==> src/rtl/axi_rr_arbiter.sv <==
// Purpose : per-slave AXI AR/AW arbiter; each slave's read and write channel is granted
//           round-robin to one master and held until that burst's response completes.
// Latency : grant indices are combinational in the arbitration cycle; channel goes BUSY at the edge.
// Backpr. : held grant waits on R last-beat / B handshake; a master owning a channel is not
//           eligible elsewhere on that channel type.
// Ports   : clk/rst (async, active-low); R_REQ/W_REQ per slave per master; ARREADY_S/AWREADY_S,
//           RVALID_S/RLAST_S/BVALID_S per slave; RREADY_M/BREADY_M per master;
//           SRIdx/SWIdx (owner master+1 per slave), MRIdx/MWIdx (slave+1 per master), TO_R/TO_W.
// Config  : define ARB_WDT_EN to enable the per-channel BUSY watchdog (TIMEOUT cycles).

module axi_rr_chan #(
  parameter int NUM_M     = 3,
  parameter int MIDX_BITS = 2,
  parameter int TIMEOUT   = 256
) (
  input  logic                 clk,
  input  logic                 rst,
  input  logic [NUM_M-1:0]     req_i,
  input  logic                 rdy_i,
  input  logic [NUM_M-1:0]     owned_i,
  input  logic                 rsp_vld_i,
  input  logic                 rsp_last_i,
  input  logic [NUM_M-1:0]     mrdy_i,
  output logic                 sel_vld_o,
  output logic [MIDX_BITS-1:0] sel_o,
  output logic                 busy_o,
  output logic [MIDX_BITS-1:0] owner_o,
  output logic                 to_o
);

  typedef enum logic {IDLE, BUSY} state_t;

  state_t               state_q;
  logic [MIDX_BITS-1:0] owner_q;
  logic [MIDX_BITS-1:0] ptr_q;

  logic [NUM_M-1:0]     elig;
  logic                 hi_vld, lo_vld, win_vld;
  logic [MIDX_BITS-1:0] hi_idx, lo_idx, win;
  logic                 own_rdy;
  logic                 rel;

  // Round-robin search: first eligible at or above ptr, else first eligible overall
  // (which is then necessarily below ptr, giving the wrap-around order).
  always_comb begin
    elig    = req_i & {NUM_M{rdy_i}} & ~owned_i;
    hi_vld  = 1'b0;
    lo_vld  = 1'b0;
    hi_idx  = '0;
    lo_idx  = '0;
    own_rdy = 1'b0;
    for (int m = 0; m < NUM_M; m++) begin
      if (!hi_vld && elig[m] && (MIDX_BITS'(m) >= ptr_q)) begin
        hi_vld = 1'b1;
        hi_idx = MIDX_BITS'(m);
      end
      if (!lo_vld && elig[m]) begin
        lo_vld = 1'b1;
        lo_idx = MIDX_BITS'(m);
      end
      if (owner_q == MIDX_BITS'(m)) own_rdy = mrdy_i[m];
    end
    win_vld = (state_q == IDLE) && (hi_vld || lo_vld);
    win     = hi_vld ? hi_idx : lo_idx;
    rel     = (state_q == BUSY) && rsp_vld_i && rsp_last_i && own_rdy;
  end

  assign busy_o    = (state_q == BUSY);
  assign owner_o   = owner_q;
  assign sel_vld_o = busy_o || win_vld;
  assign sel_o     = busy_o ? owner_q : win;

`ifdef ARB_WDT_EN
  localparam int CNT_W = (TIMEOUT > 2) ? $clog2(TIMEOUT) : 1;

  logic [CNT_W-1:0] cnt_q;
  logic             to_q;

  always_ff @(posedge clk or negedge rst) begin
    if (!rst) begin
      state_q <= IDLE;
      owner_q <= '0;
      ptr_q   <= '0;
      cnt_q   <= '0;
      to_q    <= 1'b0;
    end else begin
      to_q <= 1'b0;
      case (state_q)
        IDLE: begin
          if (win_vld) begin
            state_q <= BUSY;
            owner_q <= win;
            ptr_q   <= (win == MIDX_BITS'(NUM_M - 1)) ? '0 : win + MIDX_BITS'(1);
            cnt_q   <= '0;
          end
        end
        BUSY: begin
          // A genuine release in the expiry cycle takes priority and suppresses the pulse.
          if (rel) begin
            state_q <= IDLE;
          end else if (cnt_q == CNT_W'(TIMEOUT - 1)) begin
            state_q <= IDLE;
            to_q    <= 1'b1;
          end else begin
            cnt_q <= cnt_q + CNT_W'(1);
          end
        end
        default: state_q <= IDLE;
      endcase
    end
  end

  assign to_o = to_q;
`else
  logic unused_timeout;
  assign unused_timeout = ^TIMEOUT;

  always_ff @(posedge clk or negedge rst) begin
    if (!rst) begin
      state_q <= IDLE;
      owner_q <= '0;
      ptr_q   <= '0;
    end else begin
      case (state_q)
        IDLE: begin
          if (win_vld) begin
            state_q <= BUSY;
            owner_q <= win;
            ptr_q   <= (win == MIDX_BITS'(NUM_M - 1)) ? '0 : win + MIDX_BITS'(1);
          end
        end
        BUSY: begin
          if (rel) state_q <= IDLE;
        end
        default: state_q <= IDLE;
      endcase
    end
  end

  assign to_o = 1'b0;
`endif

endmodule

module axi_rr_arbiter #(
  parameter int NUM_M     = 3,
  parameter int NUM_S     = 6,
  parameter int MIDX_BITS = 2,
  parameter int SIDX_BITS = 3,
  parameter int TIMEOUT   = 256
) (
  input  logic                              clk,
  input  logic                              rst,
  input  logic [NUM_S:0][NUM_M-1:0]         R_REQ,
  input  logic [NUM_S:0][NUM_M-1:0]         W_REQ,
  input  logic [NUM_S:0]                    ARREADY_S,
  input  logic [NUM_S:0]                    AWREADY_S,
  input  logic [NUM_S:0]                    RVALID_S,
  input  logic [NUM_S:0]                    RLAST_S,
  input  logic [NUM_S:0]                    BVALID_S,
  input  logic [NUM_M-1:0]                  RREADY_M,
  input  logic [NUM_M-1:0]                  BREADY_M,
  output logic [NUM_S:0][MIDX_BITS-1:0]     SRIdx,
  output logic [NUM_S:0][MIDX_BITS-1:0]     SWIdx,
  output logic [NUM_M-1:0][SIDX_BITS-1:0]   MRIdx,
  output logic [NUM_M-1:0][SIDX_BITS-1:0]   MWIdx,
  output logic [NUM_S:0]                    TO_R,
  output logic [NUM_S:0]                    TO_W
);

  logic [NUM_S:0]                r_sel_vld, w_sel_vld;
  logic [NUM_S:0][MIDX_BITS-1:0] r_sel, w_sel;
  logic [NUM_S:0]                r_busy, w_busy;
  logic [NUM_S:0][MIDX_BITS-1:0] r_own, w_own;
  logic [NUM_M-1:0]              r_owned, w_owned;

  // Ownership comes from registered state only, so eligibility never loops through the grant logic.
  always_comb begin
    r_owned = '0;
    w_owned = '0;
    for (int s = 0; s <= NUM_S; s++) begin
      for (int m = 0; m < NUM_M; m++) begin
        if (r_busy[s] && (r_own[s] == MIDX_BITS'(m))) r_owned[m] = 1'b1;
        if (w_busy[s] && (w_own[s] == MIDX_BITS'(m))) w_owned[m] = 1'b1;
      end
    end
  end

  // Master-side route: the ownership rule leaves at most one slave showing a given master.
  always_comb begin
    MRIdx = '0;
    MWIdx = '0;
    for (int s = 0; s <= NUM_S; s++) begin
      for (int m = 0; m < NUM_M; m++) begin
        if (r_sel_vld[s] && (r_sel[s] == MIDX_BITS'(m))) MRIdx[m] = SIDX_BITS'(s + 1);
        if (w_sel_vld[s] && (w_sel[s] == MIDX_BITS'(m))) MWIdx[m] = SIDX_BITS'(s + 1);
      end
    end
  end

  for (genvar s = 0; s <= NUM_S; s++) begin : g_slv
    axi_rr_chan #(
      .NUM_M     (NUM_M),
      .MIDX_BITS (MIDX_BITS),
      .TIMEOUT   (TIMEOUT)
    ) u_rd (
      .clk       (clk),
      .rst       (rst),
      .req_i     (R_REQ[s]),
      .rdy_i     (ARREADY_S[s]),
      .owned_i   (r_owned),
      .rsp_vld_i (RVALID_S[s]),
      .rsp_last_i(RLAST_S[s]),
      .mrdy_i    (RREADY_M),
      .sel_vld_o (r_sel_vld[s]),
      .sel_o     (r_sel[s]),
      .busy_o    (r_busy[s]),
      .owner_o   (r_own[s]),
      .to_o      (TO_R[s])
    );

    // A write burst ends on its single B beat, so "last" is always true.
    axi_rr_chan #(
      .NUM_M     (NUM_M),
      .MIDX_BITS (MIDX_BITS),
      .TIMEOUT   (TIMEOUT)
    ) u_wr (
      .clk       (clk),
      .rst       (rst),
      .req_i     (W_REQ[s]),
      .rdy_i     (AWREADY_S[s]),
      .owned_i   (w_owned),
      .rsp_vld_i (BVALID_S[s]),
      .rsp_last_i(1'b1),
      .mrdy_i    (BREADY_M),
      .sel_vld_o (w_sel_vld[s]),
      .sel_o     (w_sel[s]),
      .busy_o    (w_busy[s]),
      .owner_o   (w_own[s]),
      .to_o      (TO_W[s])
    );

    assign SRIdx[s] = r_sel_vld[s] ? r_sel[s] + MIDX_BITS'(1) : '0;
    assign SWIdx[s] = w_sel_vld[s] ? w_sel[s] + MIDX_BITS'(1) : '0;
  end

endmodule

==> config.mk <==
export PLATFORM = sky130hd
export DESIGN_NAME = axi_rr_arbiter
export DESIGN_NICKNAME = d
export VERILOG_FILES = /design/src/rtl/axi_rr_arbiter.sv
export SDC_FILE = /design/constraint.sdc
export NUM_CORES = 1
export LEC_CHECK = 0
export ABC_CLOCK_PERIOD_IN_PS = 5350
export BUFFER_PORTS_ARGS = -buffer_cell sky130_fd_sc_hd__buf_2
export CAP_MARGIN = 10
export CORE_UTILIZATION = 35
export CTS_CLUSTER_SIZE = 40
export DETAILED_ROUTE_END_ITERATION = 12
export PLACE_DENSITY = 0.57
export REMOVE_ABC_BUFFERS = 1
export SLEW_MARGIN = 20
export SYNTH_ARGS = -nofsm -noshare
export SYNTH_HDL_FRONTEND = slang
export SYNTH_SLANG_ARGS = --single-unit
==> constraint.sdc <==
create_clock -name clk -period 5.35 [get_ports clk]
set_input_delay 1.07 -clock clk [delete_from_list [all_inputs] [get_ports clk]]
set_output_delay 1.07 -clock clk [all_outputs]
set_load 0.05 [all_outputs]
Word level (Yosys, flattened, before mapping). Cells that the tools add are included.

Shift-type cells: 0. $lt $le $gt $ge: 42. Reductions and logical operators: 357. Muxes and demuxes: 364. $add $sub $neg: 28. Eq/ne operators: 70. Multipliers: 0. Divide/modulo/power cells: 0. Bitwise logic cells: 44.

Operator list (number): $logic_and A1 B1 Y1 (231); $mux W1 (230); $mux W2 (84); $mux W3 (36); $and A3 B3 Y3 (28); $eq A2 B2 Y1 const B (42); $add A2 B1 Y2 const B (28); $eq A2 B1 Y1 const B (28); $ge A1 B2 Y1 const A (28); $logic_not A1 Y1 (56); $logic_not A2 Y1 (28); $ge A2 B2 Y1 const A (14); $logic_or A1 B1 Y1 (28); $pmux W1 S2 (14); $reduce_and A2 Y1 (14); $not A1 Y1 (14); $not A3 Y3 (2).

RAM bits: 0. ROM bits: 0. Bits in latches: 0. Input port bits: 85. Output and inout port bits: 60. Memories kept: 0. Flip-flop bits (word level): 70. Logic and storage cells: 947.

Depth between registers and ports, before layout. Gate-level depths: netlist of run 1.

Depth after elaboration: 32. Gate-level depth with buffers: 15. Depth with buffers taken out: 13.

Modules after synthesis. Synthesis of run 1 repeated with hierarchy kept, for this count alone.

Cells, all modules: 831. Area total of the unflattened synthesis: 6501.2 µm².

By module, submodules not included: axi_rr_chan at g_slv[0].u_rd ... (times used 13, area each 345.3 µm², seq. area each 125.1 µm², cells each 43); axi_rr_arbiter (times used 1, area each 1659.1 µm², seq. area each 0.0 µm², cells each 233); axi_rr_chan at g_slv[6].u_wr (times used 1, area each 352.8 µm², seq. area each 125.1 µm², cells each 39).

Worst setup path after synthesis of run 1. Ideal clock, no wire load.

Path type: input -> output. Start point: input R_REQ[5] in the netlist's numbering. End point: output MRIdx[1] in the netlist's numbering. Arrival: 3684 ps. Cell stages on the path: 12. Path buffers: 0. Path slack: 596 ps. Required time: 4280 ps. Cell sequence: inv_1 nor4_1 nand3b_1 nand4b_1 nand2_1 inv_1 ha_1 and2_1 and3_1 a221oi_1 a21boi_0 o21ai_0.

RTL lines: start: declaration (line 154) `input logic [NUM_S:0][NUM_M-1:0] R_REQ,`; end: declaration (line 165) `output logic [NUM_M-1:0][SIDX_BITS-1:0] MRIdx,`.

==> impl_metrics.env, run 1 <==
export IMPL_crit_type="reg -> out"
export IMPL_numCtsBuffers=9
export IMPL_grt_pass1_vias=5889
export IMPL_cts_tree="yes"
export IMPL_wire_per_inst_um=16.9
export IMPL_synthTopCellsByArea="dfrtp_1, ha_1, nand2_1"
export IMPL_synth_simple_area_share=0.281
export IMPL_finalHoldViolations=0
export IMPL_totalWireLength_um=19300
export IMPL_r2r_slack_ns=2.44
export IMPL_route_antenna_remaining_nets=0
export IMPL_cp_cell_sequence="nor3b_1, a211oi_1, and3_1, a31oi_1, o311ai_0, nand2_1, ha_1, a22o_1, o211ai_1, buf_2"
export IMPL_grt_max_degree=71
export IMPL_num_nets_final=1033
export IMPL_crit_fanout=20
export IMPL_globalRouteTotalUtil=0.211
export IMPL_hp_class="reg -> reg"
export IMPL_drive_gt1_frac=0.179
export IMPL_cts_resized=0
export IMPL_yosys_most_used_dff="dfrtp_1"
export IMPL_fp_coreArea_mm2=0.0175
export IMPL_worst_path_largest_cell_delay_ns=0.77
export IMPL_dr_pass1_iters=6
export IMPL_skew_ns=0.00706
export IMPL_holdPathEnd="g_slv[1].u_wr.ptr_q[1]"
export IMPL_cts_hold_buf=0
export IMPL_yosysWarnings=0
export IMPL_hold_path_cell_count=2
export IMPL_synthArstFlopShare=1.00
export IMPL_start_util=0.363
export IMPL_timing_final_max_slew_violations=0
export IMPL_crit_reg2reg_launch="g_slv[4].u_wr.busy_o"
export IMPL_reg2reg_to="g_slv[2].u_wr.busy_o"
export IMPL_fin_crit_sh=0.927
export IMPL_die_w_um=137
export IMPL_clockBufferDepth=2
export IMPL_grt_overflow=0
export IMPL_cp_start_kind="flip-flop"
export IMPL_h_tree_depth=3
export IMPL_setup_viol=0
export IMPL_period_minus_slack_ns=4.96
export IMPL_synth_top_area_cell="dfrtp_1"
export IMPL_max_cap_viol_count=0
export IMPL_setup_tns_ns=0
export IMPL_reg2reg_depth=7
export IMPL_ys_seq_area_frac=0.276
export IMPL_worst_path_max_delay_cell="and3_1"
export IMPL_dpl_cell_count=1120
export IMPL_post_cts_buffers=0
export IMPL_area_growth_syn_to_layout_pct=16.8
export IMPL_netlist_area_leader_share=0.276
export IMPL_die_area_mm2=0.0187
export IMPL_initialDrtViolationCount=444
export IMPL_relSlewSlack=0.368
export IMPL_hpwl_um=14900
export IMPL_antenna_found_initial=0
export IMPL_synthXorXnorAreaFrac=0
export IMPL_synth_compound_area_frac=0.274
export IMPL_grt_pass1_wl_um=30300
export IMPL_grt_setup_unrepaired="no"
export IMPL_ys_seq_elements=70
export IMPL_clock_root_buffer="clkbuf_16"
export IMPL_synthAdderAreaFrac=0.0828
export IMPL_cp_required_ns=4.28
export IMPL_io_buffer_count=130
export IMPL_avgViaCountPerCell=5.50
export IMPL_avgSynthCellArea_um2=8.03
export IMPL_drc=0
export IMPL_instances_no_fill=1137
export IMPL_cts_reportedPaths_clkPinSlew_ns=0.06
export IMPL_arrival_ns=3.89
export IMPL_end_kind="primary output"
export IMPL_worstSkewPairLatency_ns=0.34
export IMPL_synth_edff_count=0
export IMPL_synth_top_family_by_area="simple AND/OR/NAND/NOR gates"
export IMPL_syn_area_mm2=0.00635
export IMPL_fp_row_count=48
export IMPL_worst_slew_pin_transition_ns=0.949
export IMPL_syn_inst=790
export IMPL_vias=6255
export IMPL_gp_congestion=0.896
export IMPL_synth_cell_types=69
export IMPL_io_pins=145
export IMPL_fmax_mhz=202
export IMPL_synth_mux_area_frac=0.0110
export IMPL_die_y_um=137
export IMPL_hp_start="g_slv[1].u_wr.ptr_q[1]"
export IMPL_status="finished clean"
export IMPL_clock_sinks=70
synthesized netlist by cell type, types with 8 or more instances:
cell and number:
o21ai_0 39, nor2b_1 16, and2_1 36, nor2_1 33, dfrtp_1 70, nor3_1 8
buf_2 15, nand2_1 119, a22o_1 12, buf_4 15, a22oi_1 13, inv_1 51
a31oi_1 16, nand4_1 10, nand3b_1 24, a221o_1 9, o211ai_1 11, nand3_1 20
ha_1 42, a21o_1 28, nand2b_1 14, and3_1 23, a32oi_1 10, a21oi_1 34
layout make-up:
class / count / area [um2]
diodes: 1 / 2.50
clock buffers: 10 / 229
inverters: 51 / 191
multi-input cells: 639 / 4170
well taps: 225 / 282
flip-flops and latches: 70 / 1750
fillers: 1804 / 10100
repair buffers: 135 / 691
clock inverters: 6 / 95.1
registers in the layout, indices dropped and copies added, names as in the netlist:
| name | flops |
|---|---|
| g_slv.u_wr.busy_o | 7 |
| g_slv.u_wr.ptr_q | 14 |
| g_slv.u_rd.ptr_q | 14 |
| g_slv.u_rd.busy_o | 7 |
| g_slv.u_wr.owner_o | 14 |
| g_slv.u_rd.owner_o | 14 |
worst max-delay path by stage:
| stage | from | end | slack, ns | depth (start not counted) |
|---|---|---|---|---|
| 6_report | g_slv[4].u_wr.busy_o | MWIdx[3] | 0.39 | 10 |
| 5_1_grt | g_slv[4].u_wr.busy_o | MWIdx[3] | 0.19 | 10 |
| 4_1_cts | g_slv[4].u_rd.busy_o | MRIdx[0] | 0.47 | 15 |
| 3_5_place_dp | R_REQ[5] | MRIdx[0] | 0.70 | 13 |
| 3_3_place_gp | R_REQ[5] | MRIdx[0] | 0.74 | 13 |
| 2_1_floorplan | g_slv[2].u_rd.busy_o | MRIdx[1] | 0.34 | 9 |
layer usage:
layer  track usage  part of all wire  wire [um]  vias up
met4        0.0642             0.020        385        0
met2         0.336              0.46       8820      248
met3        0.0474             0.067       1290       25
li1              -                 -          -     3105
met5             0                 0          0        -
met1         0.282              0.46       8770     2877
critical path, delay by kind of cell (launching register included):
family	cells	cell delay, ns
adders and majority gates	1	0.26
DFF	1	0.44
buffers and inverters	1	0.31
and+or+nand+nor	3	1.15
AOI/OAI and AO/OA	5	1.37
placed cells by master (no fill, tap or decap), drive strengths merged, types with 16 or more instances in the layout:
| cell type | n |
|---|---|
| ha | 42 |
| nand3 | 21 |
| dfrtp | 70 |
| a21oi | 34 |
| and2 | 38 |
| inv | 52 |
| nand3b | 25 |
| a31oi | 16 |
| and3 | 23 |
| nand2 | 119 |
| a21o | 28 |
| nor2b | 16 |
| nor2 | 33 |
| o21ai | 40 |
| buf | 135 |
kinds of logic (layout without fill, tap and decap cells):
kind of cell / Yosys count / after routing
fa+ha+maj: 42 / 42
buf+inv: 94 / 202
flops: 70 / 70
mux: 7 / 7
compound gates: 241 / 241
other cells: 1 / 15
simple gates: 335 / 335
through the flow:
stage                      util  setup WS [ns]  hold slack (ns)  area, um2
final                     0.424          0.391            0.476       7410
after global routing      0.424          0.186            0.518       7410
after CTS                 0.424          0.473            0.483       7410
after detailed placement  0.406          0.697            0.468       7090
after global placement    0.406          0.737            0.463       7090
after floorplan               -          0.338            0.447       6110
Power of run 1 is left out: the tool's default activity adds up to more than one toggle a clock period on the data nets, which glitch-free logic cannot reach.
==> run 2: changes to the inputs <==
Settings changed: GPL_TIMING_DRIVEN set to 0.
==> impl_metrics.env, run 2 (synthesis results as in run 1) <==
export IMPL_skew_ns=0.00593
export IMPL_cp_start_kind="flip-flop"
export IMPL_clockBufferDepth=2
export IMPL_die_y_um=137
export IMPL_dpl_cell_count=1117
export IMPL_end_kind="primary output"
export IMPL_route_antenna_remaining_nets=0
export IMPL_die_w_um=137
export IMPL_area_growth_syn_to_layout_pct=17.3
export IMPL_max_cap_viol_count=0
export IMPL_initialDrtViolationCount=362
export IMPL_num_nets_final=1035
export IMPL_timing_final_max_slew_violations=0
export IMPL_period_minus_slack_ns=5.05
export IMPL_grt_pass1_wl_um=30200
export IMPL_instances_no_fill=1139
export IMPL_antenna_found_initial=2
export IMPL_die_area_mm2=0.0187
export IMPL_cts_hold_buf=0
export IMPL_grt_max_degree=44
export IMPL_grt_overflow=0
export IMPL_crit_fanout=20
export IMPL_cp_required_ns=4.28
export IMPL_io_pins=145
export IMPL_fp_row_count=48
export IMPL_globalRouteTotalUtil=0.211
export IMPL_setup_viol=0
export IMPL_vias=6314
export IMPL_gp_congestion=0.931
export IMPL_start_util=0.363
export IMPL_io_buffer_count=130
export IMPL_worstSkewPairLatency_ns=0.35
export IMPL_finalHoldViolations=0
export IMPL_h_tree_depth=3
export IMPL_avgViaCountPerCell=5.54
export IMPL_numCtsBuffers=9
export IMPL_wire_per_inst_um=16.7
export IMPL_final_common_cell="buf_2"
export IMPL_hold_ws_ns=0.481
export IMPL_fin_crit_sh=0.943
export IMPL_fmax_mhz=198
export IMPL_worst_slew_pin_transition_ns=0.816
export IMPL_arrival_ns=3.98
export IMPL_clock_root_buffer="clkbuf_16"
export IMPL_hpwl_um=14700
export IMPL_dr_pass1_iters=5
export IMPL_final_cell_mix="buf_2, nand2_1, dfrtp_1"
export IMPL_drive_gt1_frac=0.183
export IMPL_grt_setup_unrepaired="no"
export IMPL_cts_reportedPaths_clkPinSlew_ns=0.06
export IMPL_relSlewSlack=0.453
export IMPL_totalWireLength_um=19000
export IMPL_hp_class="reg -> reg"
export IMPL_status="finished clean"
export IMPL_crit_type="reg -> out"
export IMPL_setup_tns_ns=0
export IMPL_clock_sinks=70
export IMPL_drc=0
export IMPL_fp_coreArea_mm2=0.0175
export IMPL_grt_pass1_vias=5848
export IMPL_cts_tree="yes"
[run 2: per-stage QoR]
step | cell area, um2 | worst slack [ns] | utilization
6_report | 7440 | 0.305 | 0.426
5_1_grt | 7440 | 0.0411 | 0.426
4_1_cts | 7400 | 0.0360 | 0.424
3_5_place_dp | 7090 | 0.334 | 0.406
3_3_place_gp | 7040 | -0.323 | 0.403
2_1_floorplan | 6110 | 0.338 | -
[run 2: per-layer routing]
| metal | vias to the layer above | wire (um) | share of wire | track usage |
|---|---|---|---|---|
| met4 | 2 | 331 | 0.017 | 0.0605 |
| met5 | - | 8 | 0.00042 | 0 |
| met1 | 2968 | 8800 | 0.46 | 0.282 |
| met3 | 24 | 1110 | 0.058 | 0.0444 |
| li1 | 3118 | - | - | - |
| met2 | 202 | 8800 | 0.46 | 0.339 |
[run 2: timing repair]
action,in CTS,in global routing
buffers inserted,0,5
resized for setup,2,0
pin swaps,1,2
endpoints found under the setup margin,3,4
cloned,0,0
[run 2: worst max-delay path, stage by stage, from the launching register on]
cell and delay (ns):
dfrtp_1 0.51, nor3b_1 0.22, a211oi_1 0.39, and3_1 0.77, a31oi_1 0.20, o311ai_0 0.25, nand2_1 0.22, ha_1 0.28
a22o_1 0.21, o211ai_1 0.26, buf_2 0.32
[run 2: path summary, 6_finish.rpt]
path | to | depth (start not counted) | slack, ns | from
setup / recovery | MWIdx[3] | 10 | 0.30 | g_slv[3].u_wr.busy_o
hold / removal | g_slv[1].u_wr.ptr_q[1] | 2 | 0.48 | g_slv[1].u_wr.ptr_q[1]
setup reg to reg | g_slv[2].u_wr.busy_o | 7 | 2.35 | g_slv[3].u_wr.busy_o
hold reg to reg | g_slv[1].u_wr.ptr_q[1] | 2 | 0.48 | g_slv[1].u_wr.ptr_q[1]
max in group asynchronous | g_slv[0].u_rd.owner_o[0] | 2 | 4.13 | rst
min in group asynchronous | g_slv[6].u_wr.ptr_q[0] | 1 | 0.65 | rst
[run 2: area by class of cell]
type / instances / area, um2
antenna: 1 / 2.50
sequential: 70 / 1750
clock inverter: 6 / 61.3
tap: 225 / 282
timing repair buffer: 137 / 729
multi-input combinational: 639 / 4190
clock buffer: 10 / 239
inverter: 51 / 191
fill: 1798 / 10000
Power of run 2 is left out for the same reason.
